[src/rtl/approx_mult_pkg.sv]
// Shared types and step tables for the sequential 8x8 approximate multiplier.
// Step order: aLxbL, aHxbL, aLxbH, aHxbH.
package approx_mult_pkg;

    typedef enum logic [1:0] {
        IDLE = 2'd0,
        CALC = 2'd1,
        DONE = 2'd2
    } state_t;

    // Packed per-step shift amounts, step 0 in the low nibble: {8,4,4,0}
    localparam logic [15:0] STEP_SHIFT = {4'd8, 4'd4, 4'd4, 4'd0};

    // Bit s set: step s takes the high nibble of that operand
    localparam logic [3:0] SEL_A_HI = 4'b1010;
    localparam logic [3:0] SEL_B_HI = 4'b1100;

endpackage

[src/rtl/approx_mult_4bit.sv]
// 4x4 approximate multiplier: exact product with the two
// least-significant product bits truncated to zero.
module approx_mult_4bit (
    input  logic [3:0] i_a,
    input  logic [3:0] i_b,
    output logic [7:0] o_p
);

    logic [7:0] w_full;

    assign w_full = {4'd0, i_a} * {4'd0, i_b};
    assign o_p    = {w_full[7:2], 2'b00};

endmodule

[src/rtl/approx_mult_seq_ctrl.sv]
// Sequencer sharing one approx_mult_4bit across four nibble steps,
// with valid/ready handshakes and optional zero-nibble skipping.
module approx_mult_seq_ctrl
    import approx_mult_pkg::*;
#(
    parameter int SKIP_ZERO = 1,
    parameter int CNT_W     = 16
) (
    input  logic             clk,
    input  logic             rst,
    input  logic             in_valid,
    output logic             in_ready,
    input  logic [7:0]       a,
    input  logic [7:0]       b,
    output logic             out_valid,
    input  logic             out_ready,
    output logic [15:0]      y,
    output logic             busy,
    output logic             mult_en,
    output logic [CNT_W-1:0] skip_cnt
);

    state_t           r_state;
    logic [1:0]       r_step;
    logic [7:0]       r_a;
    logic [7:0]       r_b;
    logic [15:0]      r_acc;
    logic [15:0]      r_y;
    logic [3:0]       r_ma;
    logic [3:0]       r_mb;
    logic [CNT_W-1:0] r_skip;

    logic [3:0]  w_na;
    logic [3:0]  w_nb;
    logic        w_calc;
    logic        w_skip;
    logic        w_en;
    logic [3:0]  w_ma;
    logic [3:0]  w_mb;
    logic [7:0]  w_p;
    logic [3:0]  w_sh;
    logic [15:0] w_add;
    logic [15:0] w_sum;
    logic        w_accept;

    assign w_na   = SEL_A_HI[r_step] ? r_a[7:4] : r_a[3:0];
    assign w_nb   = SEL_B_HI[r_step] ? r_b[7:4] : r_b[3:0];
    assign w_calc = (r_state == CALC);
    assign w_skip = (SKIP_ZERO != 0) && ((w_na == 4'd0) || (w_nb == 4'd0));
    assign w_en   = w_calc && !w_skip;

    // Operand path only toggles on active steps so it can be gated
    assign w_ma = w_en ? w_na : r_ma;
    assign w_mb = w_en ? w_nb : r_mb;

    approx_mult_4bit u_mult (
        .i_a (w_ma),
        .i_b (w_mb),
        .o_p (w_p)
    );

    assign w_sh  = STEP_SHIFT[{r_step, 2'b00} +: 4];
    assign w_add = w_en ? ({8'd0, w_p} << w_sh) : 16'd0;
    assign w_sum = r_acc + w_add;

    assign in_ready = !rst && ((r_state == IDLE) ||
                               ((r_state == DONE) && out_ready));
    assign w_accept = in_valid && in_ready;

    always_ff @(posedge clk) begin
        if (rst) begin
            r_state <= IDLE;
            r_step  <= 2'd0;
            r_a     <= 8'd0;
            r_b     <= 8'd0;
            r_acc   <= 16'd0;
            r_y     <= 16'd0;
            r_ma    <= 4'd0;
            r_mb    <= 4'd0;
            r_skip  <= '0;
        end else begin
            r_ma <= w_ma;
            r_mb <= w_mb;
            if (w_calc) begin
                r_acc  <= w_sum;
                r_step <= r_step + 2'd1;
                if (w_skip && (r_skip != {CNT_W{1'b1}})) begin
                    r_skip <= r_skip + {{(CNT_W-1){1'b0}}, 1'b1};
                end
                if (r_step == 2'd3) begin
                    r_state <= DONE;
                    r_y     <= w_sum;
                end
            end else if (w_accept) begin
                r_state <= CALC;
                r_step  <= 2'd0;
                r_acc   <= 16'd0;
                r_a     <= a;
                r_b     <= b;
            end else if ((r_state == DONE) && out_ready) begin
                r_state <= IDLE;
            end
        end
    end

    assign out_valid = (r_state == DONE);
    assign y         = r_y;
    assign busy      = w_calc;
    assign mult_en   = w_en;
    assign skip_cnt  = r_skip;

endmodule

[config.mk]
export PLATFORM = sky130hd
export DESIGN_NAME = approx_mult_seq_ctrl
export DESIGN_NICKNAME = d
export VERILOG_FILES = /design/src/rtl/approx_mult_pkg.sv /design/src/rtl/approx_mult_4bit.sv /design/src/rtl/approx_mult_seq_ctrl.sv
export SDC_FILE = /design/constraint.sdc
export NUM_CORES = 1
export LEC_CHECK = 0
export ABC_AREA = 1
export ABC_CLOCK_PERIOD_IN_PS = 6500
export BUFFER_PORTS_ARGS = -buffer_cell sky130_fd_sc_hd__buf_2
export CORE_MARGIN = 5
export CORE_UTILIZATION = 60
export CTS_BUF_LIST = sky130_fd_sc_hd__clkbuf_8
export CTS_CLUSTER_DIAMETER = 40
export CTS_CLUSTER_SIZE = 24
export DETAILED_ROUTE_END_ITERATION = 8
export GPL_TIMING_DRIVEN = 0
export PLACE_DENSITY_LB_ADDON = 0.2
export SYNTH_ARGS = -nofsm -noshare
export SYNTH_HDL_FRONTEND = slang
export SYNTH_SLANG_ARGS = --single-unit
[constraint.sdc]
create_clock -name clk -period 6.5 [get_ports clk]
set_clock_uncertainty 0.15 [all_clocks]
set_input_delay 1.3 -clock clk [delete_from_list [all_inputs] [get_ports clk]]
set_output_delay 1.3 -clock clk [all_outputs]
set_load 0.005 [all_outputs]
==> out/metrics.cfg <==
[pwr]
clock_power_share_pct=40.0
p_leak_nw=2.17
power_frac_comb_pct=8.8
switching_power_uw=240
peakVddDrop_mv=0.137
switching_share_pct=27.0
p_total_uw=890
internal_power_uw=650
p_seq_share_pct=51.2
powerDensity_mw_per_mm2=185

[sta]
slew_headroom_pct=58.7
slew_violations=0
period_minus_slack_ps=5990
fin_tns_setup_ps=0
finalSetupViolations=0
hold_viol=0
rsz0062_at_grt=false
finalCritPeriodShare_pct=92.1
max_freq_mhz=167
worstMarginPinSlew_ps=613

[clock_tree]
numClockSinks=72
hold_buffers=0
cts_tree=yes
cts.clk_slew.worst_paths_ps=80
cts_resized=0
htree_levels=3
cts_root_buffer=clkbuf_8
cts_inserted_buffers=9
cts_setup_buffers=0
clk_path_buf_depth=2
insertion_delay_ps=360

[final_layout]
final_layout_size_suffix_gt1_share_pct=14.4
area.growth.synth_to_final_pct=13.5
antenna_cells=0
fin_nets=713

[drt]
wl_per_cell_um=13.7
drtPass1Iterations=5
drc=0
vias=4151
via_per_inst=5.44
ant_nets=0
drt_first_iter_violations=262
wl_mm=10.5

[grt]
grt_pass1_vias=3731
grt_first_pass_wirelength_mm=17.3
antenna_found_initial=0
grt_max_degree=14
track_usage_pct=24.5
overflow=0

[critical_path]
cp-end-kind=flop
crit_required_ps=6630
path_max_fanout=10
cp.arrival_ps=6120
path_class=flop to flop
crit_top_cell=nand2_1
startpoint_type=flop
regToRegStartpoint=r_step[0]$_SDFFE_PP0P_
startpoint=r_step[0]$_SDFFE_PP0P_
r2r.worst_path.cells=31
slowest_delay_ps=550
crit_slowest_cell=fa_1

[yosys]
syn_area_sq_mm=0.00425
yosysSeqAreaShare_pct=33.9
syn_avg_cell_area_sq_um=7.09
synthFlopType=dfxtp_1
ys_types=44
synth.ff_latch_count=72
synth_edf_count=0
ys_warn_count=0
syn_inst=599
synthArstFlopShare_pct=0

[floorplanning]
dieHeight_um=94.1
dieArea_sq_mm=0.00886
start_util_pct=62.2
core_region_area_sq_mm=0.00683
dieWidth_um=94.1
rows=30
ios=56

[placed_design]
dpl.hpwl_mm=8.07
routabilityCongestion=0.975
port_buffers=51

[worst_hold_path]
min_path_cells=2
min_path_type=flop to flop
hold_start=y[14]$_SDFFE_PP0P_

[outcome]
status=finished, final reports clean

[job]
cap_violations=0

-- cell families (layout without fill, tap and decap cells) --
family,after synthesis,after routing,synth area share (%)
flops,72,72,33.9
simple gates,303,303,31.4
buf+inv,68,135,6.60
compound gates,103,103,13.6
xor+xnor,21,21,4.33
fa+ha+maj,31,31,10.0
other cells,1,2,0.0883
-- synthesized netlist by cell type, drive strengths merged (10+ instances only) --
master / instances / area share (%)
nand2: 163 / 15
dfxtp: 72 / 34
a21oi: 63 / 7.4
nor2: 61 / 6.0
inv: 48 / 4.2
nand3: 46 / 5.5
ha: 26 / 7.7
o21ai: 25 / 3.3
xor2: 12 / 2.5
clkbuf: 11 / 0.97
nand4: 10 / 1.5
-- layer usage --
metal / wire length, um / track usage [%]
met5: 0 / 0
met4: 155 / 8.54
met3: 588 / 3.77
met2: 4970 / 40.7
met1: 4760 / 32.3
-- critical path, delay by kind of cell, from the launching register on --
family	cells	cell delay, ps
fa+ha+maj	4	1900
simple gates	15	1620
compound gates	6	1130
flops	1	520
buf+inv	5	400
xor+xnor	1	180
-- placed cells by master (no fill, tap or decap), types with 4 or more instances in the layout --
cell type and instances:
nand2_1 159, dfxtp_1 72, a21oi_1 63, nor2_1 57, buf_2 53, nand3_1 45
inv_1 42, ha_1 26, o21ai_0 21, xor2_1 12, clkbuf_1 11, nand4_1 10
nor3_1 9, xnor2_1 9, clkbuf_8 9, inv_2 7, or2_1 5, fa_1 5
a22o_1 4
-- per-stage QoR --
step / setup WS, ps / std cells / instance area [sq um] / hold WS [ps] / utilization, %
detailed placement: 701 / 747 / 4630 / 287 / 67.7
global placement: 774 / 747 / 4630 / 281 / 67.7
floorplan: 1420 / 600 / 4250 / 275 / -
finish: 512 / 763 / 4820 / 301 / 70.6
global route: 116 / 763 / 4820 / 326 / 70.6
CTS: 592 / 763 / 4820 / 303 / 70.6
-- flip-flops by register name, indices dropped and copies added (netlist names), 4 cells and up --
name	cells
r_a	8
r_acc	14
r_b	8
r_ma	4
r_mb	4
skip_cnt	16
y	14
-- area by class of cell --
cell class	instances	area (sq um)
Sequential cell	72	1440
Timing Repair Buffer	51	255
Clock buffer	9	124
Multi-Input combinational cell	460	2530
Clock inverter	7	71.3
Fill cell	605	2010
Inverter	50	188
Tap cell	96	120
Buffer	18	92.6
-- worst paths after layout --
| check | endpoint | slack [ps] |
|---|---|---|
| max | r_acc[15]$_SDFFE_PP0P_ | 510 |
| min | y[14]$_SDFFE_PP0P_ | 300 |
| max reg2reg | r_acc[15]$_SDFFE_PP0P_ | 510 |
| min reg2reg | y[14]$_SDFFE_PP0P_ | 300 |
-- power groups by stage --
stage	logic [mW]	registers, mW	clock network, mW
floorplan	0.0539	0.464	0
global placement	0.0754	0.466	0
detailed placement	0.0775	0.466	0
CTS	0.0778	0.455	0.360
global route	0.0879	0.457	0.384
finish	0.0782	0.456	0.356
(Power assumes the default switching activity.)
